$ cat src/rtl/shmemcpy.sv
// rtl/shmemcpy.sv - word copy engine driving one shared-memory arbiter port.
// Optional fill mode (pattern write, no reads) enabled by defining SHMEMCPY_FILL_EN.
module shmemcpy #(
  parameter int ADDR_WIDTH = 12,
  parameter int DATA_WIDTH = 32
) (
  input  logic                  clk,
  input  logic                  srst,
  input  logic                  cmd_valid,
  output logic                  cmd_ready,
  input  logic [ADDR_WIDTH-1:0] cmd_src,
  input  logic [ADDR_WIDTH-1:0] cmd_dst,
  input  logic [ADDR_WIDTH:0]   cmd_len,
`ifdef SHMEMCPY_FILL_EN
  input  logic                  cmd_fill,
  input  logic [DATA_WIDTH-1:0] cmd_pattern,
`endif
  output logic                  busy,
  output logic                  cmd_done,
  output logic                  shmem_request,
  output logic                  shmem_wren,
  output logic [ADDR_WIDTH-1:0] shmem_addr,
  output logic [DATA_WIDTH-1:0] shmem_datain,
  input  logic [DATA_WIDTH-1:0] shmem_dataout,
  input  logic                  shmem_done
);

  typedef enum logic [1:0] {IDLE, READ, WRITE, FINISH} state_t;

  state_t                state_q, state_d;
  logic [ADDR_WIDTH-1:0] src_q, src_d;
  logic [ADDR_WIDTH-1:0] dst_q, dst_d;
  logic [ADDR_WIDTH-1:0] addr_q, addr_d;
  logic [ADDR_WIDTH:0]   rem_q, rem_d;
  logic                  req_q, req_d;
  logic                  wren_q, wren_d;
  logic [DATA_WIDTH-1:0] data_q, data_d;
  logic                  served;
`ifdef SHMEMCPY_FILL_EN
  logic                  fill_q, fill_d;
`endif

  // A done strobe only counts while a request is actually outstanding.
  assign served = req_q & shmem_done;

  always_ff @(posedge clk) begin
    if (srst) begin
      state_q <= IDLE;
      src_q   <= '0;
      dst_q   <= '0;
      addr_q  <= '0;
      rem_q   <= '0;
      req_q   <= 1'b0;
      wren_q  <= 1'b0;
      data_q  <= '0;
`ifdef SHMEMCPY_FILL_EN
      fill_q  <= 1'b0;
`endif
    end else begin
      state_q <= state_d;
      src_q   <= src_d;
      dst_q   <= dst_d;
      addr_q  <= addr_d;
      rem_q   <= rem_d;
      req_q   <= req_d;
      wren_q  <= wren_d;
      data_q  <= data_d;
`ifdef SHMEMCPY_FILL_EN
      fill_q  <= fill_d;
`endif
    end
  end

  always_comb begin
    state_d = state_q;
    src_d   = src_q;
    dst_d   = dst_q;
    addr_d  = addr_q;
    rem_d   = rem_q;
    req_d   = req_q;
    wren_d  = wren_q;
    data_d  = data_q;
`ifdef SHMEMCPY_FILL_EN
    fill_d  = fill_q;
`endif
    case (state_q)
      IDLE: begin
        if (cmd_valid) begin
          src_d = cmd_src;
          dst_d = cmd_dst;
          rem_d = cmd_len;
          if (cmd_len == '0) begin
            state_d = FINISH;
          end else begin
            state_d = READ;
            req_d   = 1'b1;
            wren_d  = 1'b0;
            addr_d  = cmd_src;
`ifdef SHMEMCPY_FILL_EN
            fill_d  = cmd_fill;
            if (cmd_fill) begin
              state_d = WRITE;
              wren_d  = 1'b1;
              addr_d  = cmd_dst;
              data_d  = cmd_pattern;
            end
`endif
          end
        end
      end
      READ: begin
        if (served) begin
          data_d  = shmem_dataout;
          state_d = WRITE;
          wren_d  = 1'b1;
          addr_d  = dst_q;
        end
      end
      WRITE: begin
        if (served) begin
          src_d = src_q + 1'b1;
          dst_d = dst_q + 1'b1;
          rem_d = rem_q - 1'b1;
          if (rem_q == {{ADDR_WIDTH{1'b0}}, 1'b1}) begin
            state_d = FINISH;
            req_d   = 1'b0;
            wren_d  = 1'b0;
          end else begin
            state_d = READ;
            wren_d  = 1'b0;
            addr_d  = src_q + 1'b1;
`ifdef SHMEMCPY_FILL_EN
            // Fill keeps writing the same pattern word to successive addresses.
            if (fill_q) begin
              state_d = WRITE;
              wren_d  = 1'b1;
              addr_d  = dst_q + 1'b1;
            end
`endif
          end
        end
      end
      FINISH: begin
        state_d = IDLE;
      end
      default: begin
        state_d = IDLE;
      end
    endcase
  end

  assign cmd_ready     = (state_q == IDLE);
  assign busy          = (state_q != IDLE);
  assign cmd_done      = (state_q == FINISH);
  assign shmem_request = req_q;
  assign shmem_wren    = wren_q;
  assign shmem_addr    = addr_q;
  assign shmem_datain  = data_q;

endmodule

$ cat config.mk
export PLATFORM = sky130hd
export DESIGN_NAME = shmemcpy
export DESIGN_NICKNAME = d
export VERILOG_FILES = /design/src/rtl/shmemcpy.sv
export SDC_FILE = /design/constraint.sdc
export NUM_CORES = 1
export LEC_CHECK = 0
export BUFFER_PORTS_ARGS = -buffer_cell sky130_fd_sc_hd__buf_2
export CAP_MARGIN = 20
export CORE_ASPECT_RATIO = 2
export CORE_UTILIZATION = 50
export CTS_CLUSTER_SIZE = 16
export DETAILED_ROUTE_END_ITERATION = 12
export GPL_TIMING_DRIVEN = 0
export PLACE_DENSITY_LB_ADDON = 0.25
export SLEW_MARGIN = 30
export SYNTH_ARGS = -nofsm -noshare
export SYNTH_HDL_FRONTEND = slang
export SYNTH_SLANG_ARGS = --single-unit
$ cat constraint.sdc
create_clock -name clk -period 2.73 [get_ports clk]
set_clock_uncertainty 0.1 [all_clocks]
set_input_delay 0.546 -clock clk [delete_from_list [all_inputs] [get_ports clk]]
set_output_delay 0.546 -clock clk [all_outputs]
set_load 0.02 [all_outputs]
==> impl_metrics.tcl, run 1 <==
set metrics [dict create \
    status "complete, no violations" \
    p_leak_uw 0.00224 \
    cts_root_buffer "clkbuf_16" \
    first_global_vias 5325 \
    crit_path_frequent_cell "clkbuf_1" \
    drv_slew 0 \
    grt_setup_unrepaired "false" \
    irDropWorstVdd_uv 726 \
    min_path_cells 3 \
    fin_setup_tns_ns 0 \
    nets 820 \
    syn_to_final_growth_pct 22.7 \
    fmax_mhz 389 \
    async_flop_share 0 \
    netlist_area_um2 4630 \
    max_slew_margin 0.410 \
    antenna_found_initial 0 \
    cap_violations 0 \
    drive_gt1_frac 0.208 \
    min_period_ns 2.57 \
    cts.sinks 85 \
    detail_route.first_pass.iterations 7 \
    syn_nets 689 \
    cp-start-kind "register" \
    synth.distinct_cells 63 \
    required_ns 2.88 \
    worst_slew_pin_slew_ns 0.877 \
    drt-initial-drc-count 328 \
    ios 122 \
    critical_path.slowest_cell "clkbuf_1" \
    yosysWarningCount 0 \
    ctsLongestPathBuffers 2 \
    cts_tree "yes" \
    placed_area_um2 5360 \
    synth_flop_cell "dfxtp_1" \
    synth_xor_area_frac 0.00189 \
    num_antenna_cells 0 \
    hp-class "in -> reg" \
    synthSimpleGateAreaFrac 0.263 \
    clkLatencyLatePin_ns 0.34 \
    fill_cells 860 \
    routedWlPerCell_um 19.1 \
    cp_num_cells 7 \
    drt_wl_total_um 16200 \
    htree_num_levels 3 \
    grt_max_degree 15 \
    core_area_um2 9010 \
    worst_setup_path_end_kind "register" \
    worstPathMaxFanout 10 \
    via_count 5350 \
    totalPowerFinal_uw 5820 \
    drc 0 \
    critPathKind "reg -> reg" \
    setup_viol_count_final 0 \
    die_h_um 138 \
    synth-adder-area-share 0.0216 \
    synthCells 608 \
    worstPathArrival_ns 2.73 \
    reg2regPathDepth 7 \
    grt_overflow 0 \
    antenna_left 0 \
    cpLargestDelayFamily "buffers and inverters" \
    final_area_um2 5680 \
    yosysSeqAreaShare 0.367 \
    port_buffers 121 \
    max_stage_delay_ns 0.59 \
    cts.clk_slew.worst_paths_ns 0.06 \
    rows 49 \
    syn_avg_cell_area_um2 7.62 \
    synth_mux_area_frac 0.0238 \
    crit_buf_inv 4 \
    cts-buffers-inserted 9 \
    yosys_register_bits 85 \
    powerDensity_nw_per_um2 1020 \
    synth_top_family_by_area "compound AO/OA/AOI/OAI gates" \
    grt_pass1_wl_um 25600 \
    hold_violations 0 \
    gp_congestion 0.973 \
    synth_edf_count 0 \
    crit_chain "inv_1 > ha_1 > buf_2 > clkbuf_1 > clkbuf_1 > o32ai_1 > a211oi_1" \
    viasPerCell 6.32 \
    grt.total_usage 0.336 \
    dieArea_um2 9670 \
    start_util 0.514 \
    fin_crit_sh 0.943 \
    chipWidth_um 70.1 \
    place_hpwl_um 12200 \
    synth-compound-area-share 0.267 \
]
layer usage:
layer,part of all wire,wire length [um],global-route usage,up-vias
li1,-,-,-,2482
met1,0.33,5350,0.316,2471
met2,0.52,8380,0.607,303
met5,0,0,0,-
met3,0.074,1200,0.0685,94
met4,0.076,1240,0.274,0
through the flow:
stage          hold slack, ns  utilization  setup WS (ns)  cells
5_1_grt                 0.353        0.631         0.0407    846
3_3_place_gp            0.339        0.595         0.0544    831
2_1_floorplan           0.354            -          0.553    608
6_report                0.336        0.631          0.157    846
3_5_place_dp            0.343        0.595         0.0255    831
4_1_cts                 0.338        0.631         0.0249    847
state kept, by name, indices dropped and copies added (netlist names):
name,flops
dst_q,12
rem_q,13
shmem_addr,12
shmem_datain,32
shmem_request,1
shmem_wren,1
src_q,12
state_q,2
worst min-delay path, cell delays in order:
cell     delay, ns
buf_2         0.10
nand2_1       0.04
a21oi_1       0.05
Yosys cell counts, types with 2 or more instances:
master	instances	area share
a211oi_1	7	0.011
a21boi_0	2	0.0032
a21o_1	5	0.0081
a21oi_1	77	0.083
a221oi_1	2	0.0038
a22oi_1	4	0.0065
a311oi_1	3	0.0057
a31oi_1	6	0.0081
a41o_1	2	0.0043
and2_1	4	0.0054
and3_1	5	0.0068
and4_1	8	0.015
buf_1	4	0.0032
buf_2	5	0.0054
buf_6	2	0.0049
clkbuf_1	38	0.031
dfxtp_1	85	0.37
ha_1	8	0.022
inv_1	13	0.011
mux2i_1	11	0.024
nand2_1	111	0.090
nand2b_1	3	0.0041
nand3_1	15	0.016
nand4_1	7	0.0095
nor2_1	19	0.015
nor2b_1	18	0.024
nor3_1	8	0.0086
nor3b_1	3	0.0049
nor4_1	14	0.019
o211ai_1	10	0.016
o21ai_0	41	0.044
o21ai_1	9	0.0097
o22ai_1	3	0.0041
o2bb2ai_1	3	0.0057
o311ai_1	6	0.011
o31a_1	3	0.0057
o32ai_1	5	0.0095
or2_2	2	0.0027
or3_1	6	0.0081
or3_4	2	0.0049
or4_1	7	0.011
where the power goes:
group / total [uW] / switching (uW) / internal (uW) / leakage [uW]
Sequential: 1910 / 369 / 1540 / 0.000694
Combinational: 2600 / 1660 / 940 / 0.00139
Clock: 1310 / 519 / 787 / 0.000155
layout make-up:
type                            instances  area [um2]  share of cell area
Buffer                                 48         203              0.0357
Clock buffer                           12         267              0.0469
Clock inverter                          4        55.1             0.00969
Timing Repair Buffer                  121         606               0.107
Multi-Input combinational cell        460        2670               0.470
Inverter                               14        52.6             0.00925
Tap cell                              102         128              0.0225
Sequential cell                        85        1700               0.299
cell usage in the layout, fill, tap and decap left out, types with 8 or more instances in the layout:
cell	netlist	final
nor3_1	8	8
dfxtp_1	85	85
clkbuf_16	0	9
a21oi_1	77	77
ha_1	8	8
nor2b_1	18	18
nor2_1	19	19
nand2_1	111	111
nor4_1	14	14
mux2i_1	11	11
nand3_1	15	15
inv_1	13	13
and4_1	8	8
o211ai_1	10	10
clkbuf_1	38	36
o21ai_1	9	9
buf_2	5	126
o21ai_0	41	41
final timing paths:
path / startpoint / endpoint / slack [ns]
worst max-delay path: state_q[0]$_SDFFE_PP0P_ / rem_q[5]$_SDFFE_PP0P_ / 0.16
worst max register to register: state_q[0]$_SDFFE_PP0P_ / rem_q[5]$_SDFFE_PP0P_ / 0.16
worst min register to register: shmem_datain[2]$_SDFFE_PP0P_ / shmem_datain[2]$_SDFFE_PP0P_ / 0.35
worst min-delay path: shmem_dataout[4] / shmem_datain[4]$_SDFFE_PP0P_ / 0.34
kinds of logic after synthesis:
family / count (synthesis)
XOR/XNOR: 1
buffers and inverters: 63
AO/OA/AOI/OAI: 201
AND/OR/NAND/NOR: 239
multiplexers: 11
adder cells (fa/ha/maj): 8
flip-flops: 85
repair_timing:
item,4_1_cts,5_1_grt
resized for setup,0,3
buffers inserted,0,0
hold buffers,0,0
setup endpoints to repair,0,18
Note: power is estimated with default switching activity, not from simulation.
==> run 2: changes to the inputs <==
CORE_UTILIZATION = 53   (was 50)
PLACE_DENSITY_LB_ADDON = 0.12   (was 0.25)
==> impl_metrics.tcl, run 2 (same netlist as run 1, synthesis figures left out) <==
set metrics [dict create \
    status "complete, no violations" \
    dp_slack_ns 0.0575 \
    worst_setup_path_end_kind "register" \
    switching_share 0.438 \
    fin_crit_sh 0.938 \
    hp-class "in -> reg" \
    dieArea_um2 9140 \
    p_seq_frac 0.326 \
    gp_congestion 1.01 \
    first_global_vias 5098 \
    antenna_found_initial 0 \
    start_util 0.555 \
    port_buffers 121 \
    critPathKind "reg -> reg" \
    critical_path.slowest_cell "and4_1" \
    die_h_um 134 \
    crit_buf_inv 2 \
    nets 820 \
    cpLargestDelayFamily "simple AND/OR/NAND/NOR gates" \
    fin_setup_tns_ns 0 \
    cts_root_buffer "clkbuf_16" \
    worstPathArrival_ns 2.70 \
    cts.sinks 85 \
    ios 122 \
    final_common_cell "buf_2" \
    max_stage_delay_ns 0.41 \
    p_switching_uw 2570 \
    ctsLongestPathBuffers 2 \
    cts_hold_buf 0 \
    cts.clk_slew.worst_paths_ns 0.06 \
    layout_common_cells "126 x buf_2, 111 x nand2_1, 85 x dfxtp_1" \
    powerDensity_nw_per_um2 1030 \
    setup_viol_count_final 0 \
    place_hpwl_um 11900 \
    drt-initial-drc-count 329 \
    worst_slew_pin_slew_ns 0.902 \
    crit_chain "inv_1 > ha_1 > nor4b_1 > and4_1 > clkbuf_1 > nor2_1 > a221oi_1" \
    routedWlPerCell_um 19.1 \
    grt_max_degree 16 \
    grt_setup_unrepaired "false" \
    antenna_left 0 \
    chipWidth_um 68.1 \
    detail_route.first_pass.iterations 6 \
    grt_overflow 0 \
    fill_cells 764 \
    cts-buffers-inserted 9 \
    num_antenna_cells 0 \
    drive_gt1_frac 0.212 \
    pwr-share-comb 0.447 \
    viasPerCell 6.26 \
    cap_violations 0 \
    via_count 5268 \
    pwr-share-clk 0.228 \
    max_slew_margin 0.397 \
    p_leak_uw 0.00225 \
    drc 0 \
    htree_num_levels 3 \
    syn_to_final_growth_pct 22.8 \
    final.setup.worst_slack_ns 0.170 \
    cp-start-kind "register" \
    hold-worst-slack_ns 0.328 \
    drv_slew 0 \
    largest_reg_flops 32 \
    drt_wl_total_um 16000 \
    internal_power_uw 3290 \
    grt.total_usage 0.367 \
    worstPathMaxFanout 10 \
    required_ns 2.87 \
    min_period_ns 2.56 \
    grt_pass1_wl_um 24700 \
    fmax_mhz 391 \
    clkLatencyLatePin_ns 0.35 \
    hold_violations 0 \
    irDropWorstVdd_uv 742 \
    rows 47 \
    cts_tree "yes" \
    core_area_um2 8350 \
]
[run 2: cell count changes in the layout (fill, tap and decap cells not counted)]
cell	previous run	this run
bufinv_16	1	2
clkbuf_2	1	4
buf_1	4	3
inv_6	0	1
clkbuf_1	36	34
clkinv_2	0	1
clkbuf_8	3	0
[run 2: power groups by stage]
stage | registers (uW) | clock network (uW) | logic (uW)
after floorplan | 1920 | 0 | 1660
after global placement | 1900 | 0 | 2480
after detailed placement | 1910 | 0 | 2530
after CTS | 1890 | 1330 | 2540
after global routing | 1940 | 1390 | 2820
final | 1910 | 1330 | 2620
[run 2: path summary, 6_finish.rpt]
kind                                 startpoint                       endpoint  slack (ns)  cells after the start
setup / recovery        state_q[1]$_SDFFE_PP0P_        state_q[1]$_SDFFE_PP0P_        0.17                      7
hold reg to reg   shmem_datain[27]$_SDFFE_PP0P_  shmem_datain[27]$_SDFFE_PP0P_        0.35                      2
hold / removal                shmem_dataout[12]  shmem_datain[12]$_SDFFE_PP0P_        0.33                      3
setup reg to reg        state_q[1]$_SDFFE_PP0P_        state_q[1]$_SDFFE_PP0P_        0.17                      7
[run 2: cell type report]
class	count	area (um2)	share of cell area
Buffer	48	206	0.0363
Clock buffer	9	225	0.0396
Clock inverter	7	98.8	0.0174
Inverter	14	52.6	0.00924
Multi-Input combinational cell	460	2670	0.470
Sequential cell	85	1700	0.299
Tap cell	98	123	0.0216
Timing Repair Buffer	121	606	0.107
[run 2: metal layers]
| layer | routed length, um | vias to the layer above | GRT usage |
|---|---|---|---|
| met5 | 0 | - | 0 |
| li1 | - | 2476 | - |
| met4 | 1250 | 0 | 0.311 |
| met2 | 8310 | 308 | 0.639 |
| met1 | 5280 | 2400 | 0.346 |
| met3 | 1200 | 84 | 0.0672 |
[run 2: worst min-delay path, cell delays in order]
cell and delay, ns:
buf_2 0.09, nand2_1 0.04, a21oi_1 0.05
[run 2: timing repair]
| item | in CTS | in global routing |
|---|---|---|
| setup endpoints to repair | 0 | 22 |
| setup buffers | 0 | 0 |
| gates resized for setup | 0 | 8 |
[run 2: metrics by stage]
| step | area [um2] | total power [uW] | utilization | std cells |
|---|---|---|---|---|
| 2_1_floorplan | 4630 | 3580 | - | 608 |
| 3_3_place_gp | 5360 | 4380 | 0.642 | 827 |
| 3_5_place_dp | 5360 | 4450 | 0.642 | 827 |
| 4_1_cts | 5680 | 5770 | 0.681 | 843 |
| 5_1_grt | 5680 | 6150 | 0.681 | 842 |
| 6_report | 5680 | 5860 | 0.681 | 842 |
==> run 3: changes to the inputs <==
ABC_AREA = 1   (was default)
GPL_ROUTABILITY_DRIVEN = 1   (was default)
==> impl_metrics.tcl, run 3 <==
set metrics [dict create \
    status "complete, no violations" \
    cts.clk_slew.worst_paths_ns 0.06 \
    seq_area_um2 1700 \
    gp_congestion 0.920 \
    yosys_register_bits 85 \
    detail_route.first_pass.iterations 7 \
    totalPowerFinal_uw 6140 \
    htree_num_levels 3 \
    cts_hold_buf 0 \
    yosysWarningCount 0 \
    p_seq_frac 0.316 \
    place_hpwl_um 11000 \
    start_util 0.550 \
    cts.sinks 85 \
    drc 0 \
    placed_area_um2 5320 \
    hold_violations 0 \
    synth.distinct_cells 35 \
    p_switching_uw 2830 \
    fin_crit_sh 0.789 \
    antenna_found_initial 0 \
    largest_reg_flops 32 \
    ctsLongestPathBuffers 2 \
    synth_edf_count 0 \
    pwr-share-comb 0.482 \
    async_flop_share 0 \
    drv_slew 0 \
    cts_tree "yes" \
    nets 904 \
    chipWidth_um 67.9 \
    grt_overflow 0 \
    required_ns 2.83 \
    grt.total_usage 0.329 \
    worstPathArrival_ns 2.25 \
    cts_root_buffer "clkbuf_16" \
    worst_slew_pin_slew_ns 0.685 \
    layout_common_cells "143 x nand2_1, 129 x buf_2, 87 x a21oi_1" \
    synthTopCellsByCount "143 x nand2_1, 87 x a21oi_1, 85 x dfxtp_1, 85 x inv_1, 67 x o21ai_0" \
    yosysSeqAreaShare 0.370 \
    fill_cells 796 \
    synth_top_area_frac 0.370 \
    final_common_cell "nand2_1" \
    utilization 0.673 \
    clkLatencyLatePin_ns 0.34 \
    netlist_area_um2 4600 \
    cts_resized 0 \
    grt_setup_unrepaired "false" \
    max_slew_margin 0.543 \
    fin_setup_tns_ns 0 \
    first_global_vias 4951 \
    fmax_mhz 464 \
    dpl.cell_count 910 \
    rows 47 \
    grt_pass1_wl_um 22300 \
    dieArea_um2 9070 \
    yosys-top-cells-area "dfxtp_1 37%, nand2_1 12%, a21oi_1 9.5%, o21ai_0 7.3%, inv_1 6.9%" \
    final_cell_count_no_fill 926 \
    synth_flop_cell "dfxtp_1" \
    pwr-share-clk 0.202 \
    ios 122 \
    routedWlPerCell_um 15.7 \
    via_count 5172 \
    post_cts_buffers 0 \
    syn_to_final_growth_pct 22.3 \
    min_period_ns 2.15 \
    num_antenna_cells 0 \
    irDropWorstVdd_uv 858 \
    cts-buffers-inserted 9 \
    p_leak_uw 0.00256 \
    antenna_left 0 \
    setup_viol_count_final 0 \
    drt-initial-drc-count 322 \
    r2r_slack_ns 0.58 \
    port_buffers 120 \
    worst_setup_path_end_kind "register" \
    viasPerCell 5.59 \
    yosysMostFrequentCell "nand2_1" \
    drt_wl_total_um 14500 \
    cp-start-kind "register" \
    hp-class "reg -> reg" \
    internal_power_uw 3310 \
    die_h_um 134 \
    final_area_um2 5620 \
    multi_input_area_um2 2390 \
    switching_share 0.461 \
    drive_gt1_frac 0.231 \
    synth_top_area_cell "dfxtp_1" \
    syn_nets 773 \
    grt_max_degree 16 \
    worstPathMaxFanout 10 \
    syn_avg_cell_area_um2 6.64 \
    critPathKind "reg -> reg" \
    powerDensity_nw_per_um2 1090 \
    cap_violations 0 \
    synthCells 692 \
    core_area_um2 8350 \
]
## run 3: logic make-up (layout without fill, tap and decap cells)
family	after synthesis	count (layout)	share of synthesized area
simple gates	294	294	0.289
compound gates	182	182	0.208
buf+inv	122	258	0.109
flops	85	85	0.370
fa+ha+maj	8	8	0.0218
xor+xnor	1	1	0.00191
## run 3: routing by layer
metal,track usage,vias up,share of wire,routed length [um]
li1,-,2518,-,-
met1,0.318,2341,0.35,5030
met2,0.593,244,0.53,7710
met3,0.0505,69,0.057,820
met4,0.235,0,0.065,942
met5,0,-,0,0
## run 3: through the flow
stage	setup slack, ns	hold slack, ns
floorplan	0.974	0.358
global placement	0.634	0.328
detailed placement	0.641	0.334
CTS	0.625	0.344
global route	0.448	0.362
finish	0.577	0.339
## run 3: worst paths after layout
path,depth (start not counted),from,end
setup / recovery,8,state_q[0]$_SDFFE_PP0P_,rem_q[7]$_SDFFE_PP0P_
hold / removal,2,shmem_datain[17]$_SDFFE_PP0P_,shmem_datain[17]$_SDFFE_PP0P_
setup reg to reg,8,state_q[0]$_SDFFE_PP0P_,rem_q[7]$_SDFFE_PP0P_
hold reg to reg,2,shmem_datain[17]$_SDFFE_PP0P_,shmem_datain[17]$_SDFFE_PP0P_
## run 3: worst max-delay path, cell delays in order, from the launching register on
cell	delay, ns
dfxtp_1	0.39
inv_1	0.08
ha_1	0.21
buf_6	0.15
inv_2	0.17
buf_1	0.56
o21ai_0	0.19
nand2_1	0.09
a31oi_1	0.07
## run 3: cell type report
type | count | share of cell area
timing repair buffer | 120 | 0.107
inverter | 88 | 0.0588
multi-input combinational | 485 | 0.426
sequential | 85 | 0.303
tap | 98 | 0.0218
buffer | 34 | 0.0303
clock buffer | 9 | 0.0401
clock inverter | 7 | 0.0136
## run 3: power by group through the flow
stage / clock network, uW / logic [uW] / registers, uW
after floorplan: 0 / 1930 / 2030
after CTS: 1250 / 2910 / 1930
final: 1240 / 2960 / 1940
after global routing: 1290 / 3250 / 1980
after detailed placement: 0 / 2870 / 1950
after global placement: 0 / 2820 / 1940
